File: src/rtl/qam16_upconverter.sv
// qam16_upconverter: buffers 16-QAM symbols in a small FIFO, holds each one for SPS
// carrier samples and mixes it as I*cos - Q*sin (rounded, saturated) for the DAC path.
module qam16_upconverter #(
  parameter int DATA_WIDTH = 16,
  parameter int OUT_WIDTH  = 16,
  parameter int SPS        = 8,
  parameter int FIFO_DEPTH = 4
) (
  input  logic                         CLK,
  input  logic                         RST,
  input  logic [3:0]                   SYM_IN,
  input  logic                         SYM_VALID,
  output logic                         SYM_READY,
  input  logic signed [DATA_WIDTH-1:0] COS_IN,
  input  logic signed [DATA_WIDTH-1:0] SIN_IN,
  input  logic                         CARRIER_VALID,
  output logic signed [OUT_WIDTH-1:0]  DOUT,
  output logic                         DOUT_VALID,
  output logic                         SYM_STROBE,
  output logic                         UNDERRUN
);
  localparam int AW   = (FIFO_DEPTH > 1) ? $clog2(FIFO_DEPTH) : 1;
  localparam int CW   = (SPS > 1) ? $clog2(SPS) : 1;
  localparam int PW   = DATA_WIDTH + 3;
  localparam int SUMW = DATA_WIDTH + 4;
  localparam int SW   = DATA_WIDTH + 2;

  localparam logic [AW:0]            FULL_CNT = (AW+1)'(FIFO_DEPTH);
  localparam logic [AW:0]            CNT_ONE  = (AW+1)'(1);
  localparam logic [AW-1:0]          PTR_ONE  = AW'(1);
  localparam logic [CW-1:0]          CNTR_ONE = CW'(1);
  localparam logic [CW-1:0]          CNT_LAST = CW'(SPS - 1);
  localparam logic signed [SUMW-1:0] RND_BIAS = SUMW'(2);
  localparam logic signed [SW-1:0]   SAT_MAX  = {{(SW-OUT_WIDTH+1){1'b0}}, {(OUT_WIDTH-1){1'b1}}};
  localparam logic signed [SW-1:0]   SAT_MIN  = {{(SW-OUT_WIDTH+1){1'b1}}, {(OUT_WIDTH-1){1'b0}}};

  function automatic logic signed [2:0] gray_level(input logic [1:0] g);
    case (g)
      2'b00:   gray_level = 3'sb101;
      2'b01:   gray_level = 3'sb111;
      2'b11:   gray_level = 3'sb001;
      2'b10:   gray_level = 3'sb011;
      default: gray_level = 3'sb000;
    endcase
  endfunction

  logic [3:0]               fifo_mem_q [FIFO_DEPTH];
  logic [AW-1:0]            wr_ptr_q, wr_ptr_d, rd_ptr_q, rd_ptr_d;
  logic [AW:0]              count_q, count_d;
  logic [CW-1:0]            cnt_q, cnt_d;
  logic signed [2:0]        i_lvl_q, i_lvl_d, q_lvl_q, q_lvl_d;
  logic signed [2:0]        i_cur, q_cur;
  logic                     underrun_q, underrun_d;
  logic                     push, pop, boundary, fifo_empty;
  logic [3:0]               head;
  logic signed [PW-1:0]     i_ext, q_ext, cos_ext, sin_ext;
  logic signed [PW-1:0]     prod_i_q, prod_i_d, prod_q_q, prod_q_d;
  logic                     v1_q, v1_d, st1_q, st1_d;
  logic signed [SUMW-1:0]   diff;
  logic signed [SW-1:0]     rnd_q, rnd_d;
  logic                     v2_q, v2_d, st2_q, st2_d;
  logic signed [OUT_WIDTH-1:0] dout_q, dout_d;
  logic                     dout_valid_q, dout_valid_d, sym_strobe_q, sym_strobe_d;

  assign SYM_READY  = (count_q != FULL_CNT) && !RST;
  assign DOUT       = dout_q;
  assign DOUT_VALID = dout_valid_q;
  assign SYM_STROBE = sym_strobe_q;
  assign UNDERRUN   = underrun_q;

  always_comb begin
    fifo_empty = (count_q == '0);
    head       = fifo_mem_q[rd_ptr_q];
    push       = SYM_VALID && SYM_READY;
    boundary   = CARRIER_VALID && (cnt_q == '0);
    pop        = boundary && !fifo_empty;

    wr_ptr_d   = push ? (wr_ptr_q + PTR_ONE) : wr_ptr_q;
    rd_ptr_d   = pop  ? (rd_ptr_q + PTR_ONE) : rd_ptr_q;
    case ({push, pop})
      2'b10:   count_d = count_q + CNT_ONE;
      2'b01:   count_d = count_q - CNT_ONE;
      default: count_d = count_q;
    endcase

    // The symbol taking effect at a boundary drives this very sample, not the next.
    i_cur      = i_lvl_q;
    q_cur      = q_lvl_q;
    underrun_d = underrun_q;
    if (boundary) begin
      if (!fifo_empty) begin
        i_cur = gray_level(head[3:2]);
        q_cur = gray_level(head[1:0]);
      end else begin
        i_cur      = 3'sb000;
        q_cur      = 3'sb000;
        underrun_d = 1'b1;
      end
    end

    cnt_d   = cnt_q;
    i_lvl_d = i_lvl_q;
    q_lvl_d = q_lvl_q;
    if (CARRIER_VALID) begin
      cnt_d   = (cnt_q == CNT_LAST) ? '0 : (cnt_q + CNTR_ONE);
      i_lvl_d = i_cur;
      q_lvl_d = q_cur;
    end

    i_ext    = {{DATA_WIDTH{i_cur[2]}}, i_cur};
    q_ext    = {{DATA_WIDTH{q_cur[2]}}, q_cur};
    cos_ext  = {{3{COS_IN[DATA_WIDTH-1]}}, COS_IN};
    sin_ext  = {{3{SIN_IN[DATA_WIDTH-1]}}, SIN_IN};
    v1_d     = CARRIER_VALID;
    st1_d    = boundary;
    prod_i_d = prod_i_q;
    prod_q_d = prod_q_q;
    if (CARRIER_VALID) begin
      prod_i_d = i_ext * cos_ext;
      prod_q_d = q_ext * sin_ext;
    end

    // Bias and drop the two fraction bits together so only the kept bits are registered.
    diff  = {prod_i_q[PW-1], prod_i_q} - {prod_q_q[PW-1], prod_q_q};
    v2_d  = v1_q;
    st2_d = st1_q;
    rnd_d = rnd_q;
    if (v1_q) begin
      rnd_d = SW'((diff + RND_BIAS) >>> 2);
    end

    dout_valid_d = v2_q;
    sym_strobe_d = st2_q;
    dout_d       = dout_q;
    if (v2_q) begin
      if (rnd_q > SAT_MAX) begin
        dout_d = SAT_MAX[OUT_WIDTH-1:0];
      end else if (rnd_q < SAT_MIN) begin
        dout_d = SAT_MIN[OUT_WIDTH-1:0];
      end else begin
        dout_d = rnd_q[OUT_WIDTH-1:0];
      end
    end
  end

  always_ff @(posedge CLK) begin
    if (push) begin
      fifo_mem_q[wr_ptr_q] <= SYM_IN;
    end
  end

  always_ff @(posedge CLK) begin
    if (RST) begin
      wr_ptr_q     <= '0;
      rd_ptr_q     <= '0;
      count_q      <= '0;
      cnt_q        <= '0;
      i_lvl_q      <= 3'sb000;
      q_lvl_q      <= 3'sb000;
      underrun_q   <= 1'b0;
      prod_i_q     <= '0;
      prod_q_q     <= '0;
      v1_q         <= 1'b0;
      st1_q        <= 1'b0;
      rnd_q        <= '0;
      v2_q         <= 1'b0;
      st2_q        <= 1'b0;
      dout_q       <= '0;
      dout_valid_q <= 1'b0;
      sym_strobe_q <= 1'b0;
    end else begin
      wr_ptr_q     <= wr_ptr_d;
      rd_ptr_q     <= rd_ptr_d;
      count_q      <= count_d;
      cnt_q        <= cnt_d;
      i_lvl_q      <= i_lvl_d;
      q_lvl_q      <= q_lvl_d;
      underrun_q   <= underrun_d;
      prod_i_q     <= prod_i_d;
      prod_q_q     <= prod_q_d;
      v1_q         <= v1_d;
      st1_q        <= st1_d;
      rnd_q        <= rnd_d;
      v2_q         <= v2_d;
      st2_q        <= st2_d;
      dout_q       <= dout_d;
      dout_valid_q <= dout_valid_d;
      sym_strobe_q <= sym_strobe_d;
    end
  end
endmodule

File: config.mk
export PLATFORM = sky130hd
export DESIGN_NAME = qam16_upconverter
export DESIGN_NICKNAME = d
export VERILOG_FILES = /design/src/rtl/qam16_upconverter.sv
export SDC_FILE = /design/constraint.sdc
export NUM_CORES = 1
export LEC_CHECK = 0
export CORE_UTILIZATION = 50
export DETAILED_ROUTE_END_ITERATION = 12
export DONT_BUFFER_PORTS = 1
export SYNTH_ARGS = -nofsm -noshare
export SYNTH_HDL_FRONTEND = slang
export SYNTH_SLANG_ARGS = --single-unit
File: constraint.sdc
create_clock -name CLK -period 14.1 [get_ports CLK]
set_input_delay 2.82 -clock CLK [delete_from_list [all_inputs] [get_ports CLK]]
set_output_delay 2.82 -clock CLK [all_outputs]
set_load 0.01 [all_outputs]
# Word-level counts from Yosys, hierarchy flattened
# Memory sizes are Yosys's and may differ from the RTL's. A register that Yosys moved wholly into a read port is not among the register bits.
# Cells that the tools add are included.
op_classes:
  n_addsub: 7
  multipliers: 2
  magnitude_cmp: 2
  n_eq_ne: 10
  muxes: 14
  reduce_logical: 12
op_table:
  columns: ["op", "n"]
  rows:
  - ["multiplier 3 x 16 -> 19 bit", 2]
  - ["2-to-1 mux 16 bit", 2]
  - ["one-hot mux 3 bit (4 select lines)", 2]
  - ["adder 20 x 3 -> 20 bit, second input constant", 1]
  - ["subtractor 19 x 19 -> 20 bit", 1]
  - ["greater-than comparator 18 x 16 -> 1 bit, second input constant", 1]
  - ["less-than comparator 18 x 16 -> 1 bit, second input constant", 1]
  - ["2-to-1 mux 3 bit", 5]
  - ["equality test 2 bit, second input constant", 5]
  - ["adder 3 x 1 -> 3 bit, second input constant", 2]
  - ["equality test 2 x 1 -> 1 bit, second input constant", 3]
  - ["zero test 3 bit", 2]
  - ["one-hot mux 3 bit (2 select lines)", 1]
  - ["adder 2 x 1 -> 2 bit, second input constant", 2]
  - ["logical AND 1 bit", 4]
  - ["zero test 2 bit", 2]
  - ["2-to-1 mux 2 bit", 2]
  - ["equality test 3 bit, second input constant", 1]
  - ["!= test 3 bit, second input constant", 1]
  - ["subtractor 3 x 1 -> 3 bit, second input constant", 1]
  - ["zero test 1 bit", 2]
  - ["2-to-1 mux 1 bit", 2]
  - ["AND reduction 2 bit", 1]
  - ["nonzero test 2 bit", 1]
word_totals:
  register_bits: 95
  ram_bits: 16
  in_bits: 40
  output_inout_bits: 20
  mem_count: 1
mem_list:
  columns: ["memory", "words", "width", "rd", "rd_clocked_by_memory_dff", "write_ports", "line_no", "text"]
  rows:
  - ["fifo_mem_q", 4, 4, 1, 1, 1, "47", "logic [3:0] fifo_mem_q [FIFO_DEPTH];"]

# Logic depth before layout (Yosys ltp)
depth:
  ltp_word: 5
  depth_mapped: 20
  mapped_depth_nobuf: 19

# Worst setup path after synthesis
# No wires, ideal clock.
synth_timing:
  path_type: "input port to flip-flop"
  from: "input port CARRIER_VALID"
  to: "register prod_i_q[15]"
  arrival_ns: 6.571
  setup_slack_ns: 7.402
  cell_stages: 17
  path_cell_list: "buf_2 -> nand3b_2 -> nor3_1 -> a21oi_1 -> clkbuf_1 -> nor2_1 -> fa_1 -> ha_1 -> ha_1 -> fa_1 -> a21oi_1 -> o22ai_1 -> a221oi_1 -> o21ai_0 -> xor2_1 -> mux2i_1 -> nor2_1"
synth_between:
  elab_chain_len: 3
synth_rtl:
  columns: ["item", "line_no", "text"]
  rows:
  - ["start: declaration", "16", "input logic CARRIER_VALID,"]
  - ["logical AND 1 bit", "75", "boundary = CARRIER_VALID && (cnt_q == '0);"]
  - ["2-to-1 mux 3 bit", "90", "if (boundary) begin"]
  - ["multiplier 3 x 16 -> 19 bit", "119", "prod_i_d = i_ext * cos_ext;"]
  - ["end signal: assignment", "179", "prod_i_q <= prod_i_d;"]
  - ["end: declaration", "57", "logic signed [PW-1:0] prod_i_q, prod_i_d, prod_q_q, prod_q_d;"]
# Several ways; a longest one is shown, not always the timed one.
# A chain may end at the register's enable or synchronous reset.

# Final worst setup path
# Ends and elaborated chain as after synthesis.

==> impl_metrics.yaml <==
outcome:
  status: "finished clean"
power_and_ir_drop:
  peakVddDrop_mv: 0.0906
  p_per_area_nw_per_um2: 147
  leakage_nw: 4.00
global_routing:
  grt_usage_pct: 21.8
  grt_max_degree: 98
  antenna_found_initial: 0
  grt_pass1_vias: 6116
  gr-total-overflow: 0
  grt_pass1_wl_um: 29200
detailed_routing:
  drtPass1Iterations: 5
  drt_iter0_markers: 329
  drc: 0
  wl_per_cell_um: 15.4
  dr_total_vias: 6155
  drt_wl_total_um: 17200
  via_per_inst: 5.52
  final_antenna_net_count: 0
synthesis:
  synth_cell_type_count: 60
  syn_inst: 896
  ys.flop_type: "dfxtp_1"
  synth_area_sq_um: 8280
  ys_seq_elements: 113
  avgSynthCellArea_sq_um: 9.24
  ys_warn_count: 0
  ys_seq_area_share_pct: 29.3
  synthArstFlopShare_pct: 0
  postSynthNetCount: 1083
  synth-edff-count: 16
timing:
  finalSetupTns_ns: 0
  fmax_mhz: 149
  setup_viol: 0
  slew_viol_final: 0
  worst_slack_ns: 7.40
  slew_headroom_pct: 40.6
  rsz0062_at_grt: "false"
  finalCriticalPeriod_ns: 6.70
  final-hold-violation-count: 0
  worst_slew_pin_slew_ns: 0.890
  min_period_over_period_pct: 47.5
  whs_ns: 0.434
  fin_skew_ns: 0.0120
floorplan:
  rows: 46
  die_w_um: 131
  dieArea_sq_um: 17100
  io_pins: 60
  coreArea_sq_um: 16000
  initial_utilization_pct: 51.7
  die_y_um: 131
worst_setup_path:
  critPathKind: "primary input to flop"
  crit_start: "CARRIER_VALID"
  cp_data_arrival_time_ns: 7.01
  cp-end-kind: "flop"
  cp-start-kind: "primary input"
  required_ns: 14.40
  cp_max_fo: 45
clocking:
  cts_tree: "yes"
  cts_buffers: 17
  root_buffer: "clkbuf_16"
  clock_path_buffers: 2
  clk_pin_slew_ns: 0.05
  clkSinkCount: 113
  htreeDepth: 4
  ctsHoldBuffers: 0
  cts_setup_buffers: 0
  post_cts_resized: 0
  insertion_delay_ns: 0.42
final_layout:
  layout-drive-gt1-share_pct: 5.78
  fin_nets: 1074
  final_common_cell: "ha_1"
  final_cell_area_sq_um: 9080
  area_growth_pct: 9.71
  layout_common_cells: "ha_1, nor2_1, dfxtp_1"
  n_antenna_cell: 0
place:
  pre_cts_ws_ns: 6.97
  dpl-instance-area_sq_um: 8450
  dp_hpwl_um: 13100
  numPortBuffers: 0
  gp_congestion: 0.848
min_path:
  worstHoldStart: "st1_q"
  hp-class: "flop to flop"
run:
  cap_violations: 0
path summary, 6_finish.rpt:
path	depth (start not counted)	slack (ns)	endpoint
worst max-delay path	15	7.40	prod_i_q[15]
worst min-delay path	1	0.43	st2_q
worst max register to register	20	9.17	prod_i_q[15]
worst min register to register	1	0.43	st2_q
flip-flops by register name, summed over array words and instances (netlist names), named ones only:
| signal | cells |
|---|---|
| st2_q | 1 |
| prod_q_q | 19 |
| q_lvl_q | 3 |
| st1_q | 1 |
| rd_ptr_q | 2 |
| prod_i_q | 19 |
| i_lvl_q | 3 |
| fifo_mem_q | 16 |
| count_q | 3 |
| DOUT | 16 |
| dout_valid_d | 1 |
| UNDERRUN | 1 |
| DOUT_VALID | 1 |
| v1_q | 1 |
| cnt_q | 3 |
| rnd_q | 18 |
| wr_ptr_q | 2 |
| SYM_STROBE | 1 |
Yosys cell counts, types with 6 or more instances:
master      n  area share [%]
nor2_1    100             4.5
and3_1      7            0.53
xor2_1     16             1.7
a211oi_1   14             1.3
nor2b_1    36             2.7
a21oi_1    56             3.4
clkbuf_1   21            0.95
nand2b_1   27             2.0
fa_1       36             8.7
mux2i_1    34             4.1
edfxtp_1   16             5.8
buf_1       8            0.36
xnor2_1    33             3.5
and2_1     31             2.3
nand3_1    13            0.79
nor3_1     16            0.97
dfxtp_1    97              23
nand2_1    40             1.8
inv_1      50             2.3
o22ai_1    10            0.76
ha_1      111              17
o21ai_0    36             2.2
a31oi_1     6            0.45
a21o_1      9            0.82
routing by layer:
layer,GRT usage [%],vias to the layer above,wire length [um]
li1,-,3104,-
met1,27.1,2914,7940
met2,37.3,116,8310
met3,4.52,21,566
met4,8.25,0,380
met5,0,-,0
kinds of logic (layout without fill, tap and decap cells):
group                      after synthesis  in the layout  synth area share [%]
DFF                                    113            113                  29.3
and+or+nand+nor                        291            291                  17.7
muxes                                   39             39                  5.34
xor gates and xnor gates                49             49                  5.19
AOI/OAI and AO/OA                      175            175                  13.3
adders and majority gates              147            147                  25.5
buffers and inverters                   82             86                  3.76
area by class of cell:
type | count | area, sq um
Fill cell | 1494 | 6920
Multi-Input combinational cell | 701 | 5540
Sequential cell | 113 | 2420
Clock buffer | 19 | 443
Tap cell | 216 | 270
Inverter | 50 | 188
Clock inverter | 13 | 184
Timing Repair Buffer | 4 | 30.0
through the flow:
stage               cells  total power, mW  utilization, %
CTS                  1116             1.34            56.7
floorplan             896            0.778               -
finish               1116             1.33            56.7
global placement     1084            0.875            52.8
detailed placement   1084            0.884            52.8
global route         1116             1.43            56.7
worst max-delay path: stages:
cell	delay, ns
inv_1	0.19
nor3b_1	0.48
o21a_1	0.50
and2_1	0.22
fa_1	0.42
ha_1	0.31
ha_1	0.22
fa_1	0.40
a21oi_1	0.29
o22ai_1	0.21
a221oi_1	0.41
o21ai_0	0.16
xor2_1	0.16
mux2i_1	0.14
nor2_1	0.05
power breakdown:
| part | total, mW | internal, mW | switching [mW] |
|---|---|---|---|
| sequential | 0.394 | 0.365 | 0.0287 |
| clock | 0.453 | 0.300 | 0.153 |
| combinational | 0.486 | 0.210 | 0.276 |
Power figures use the tool's default switching activity.
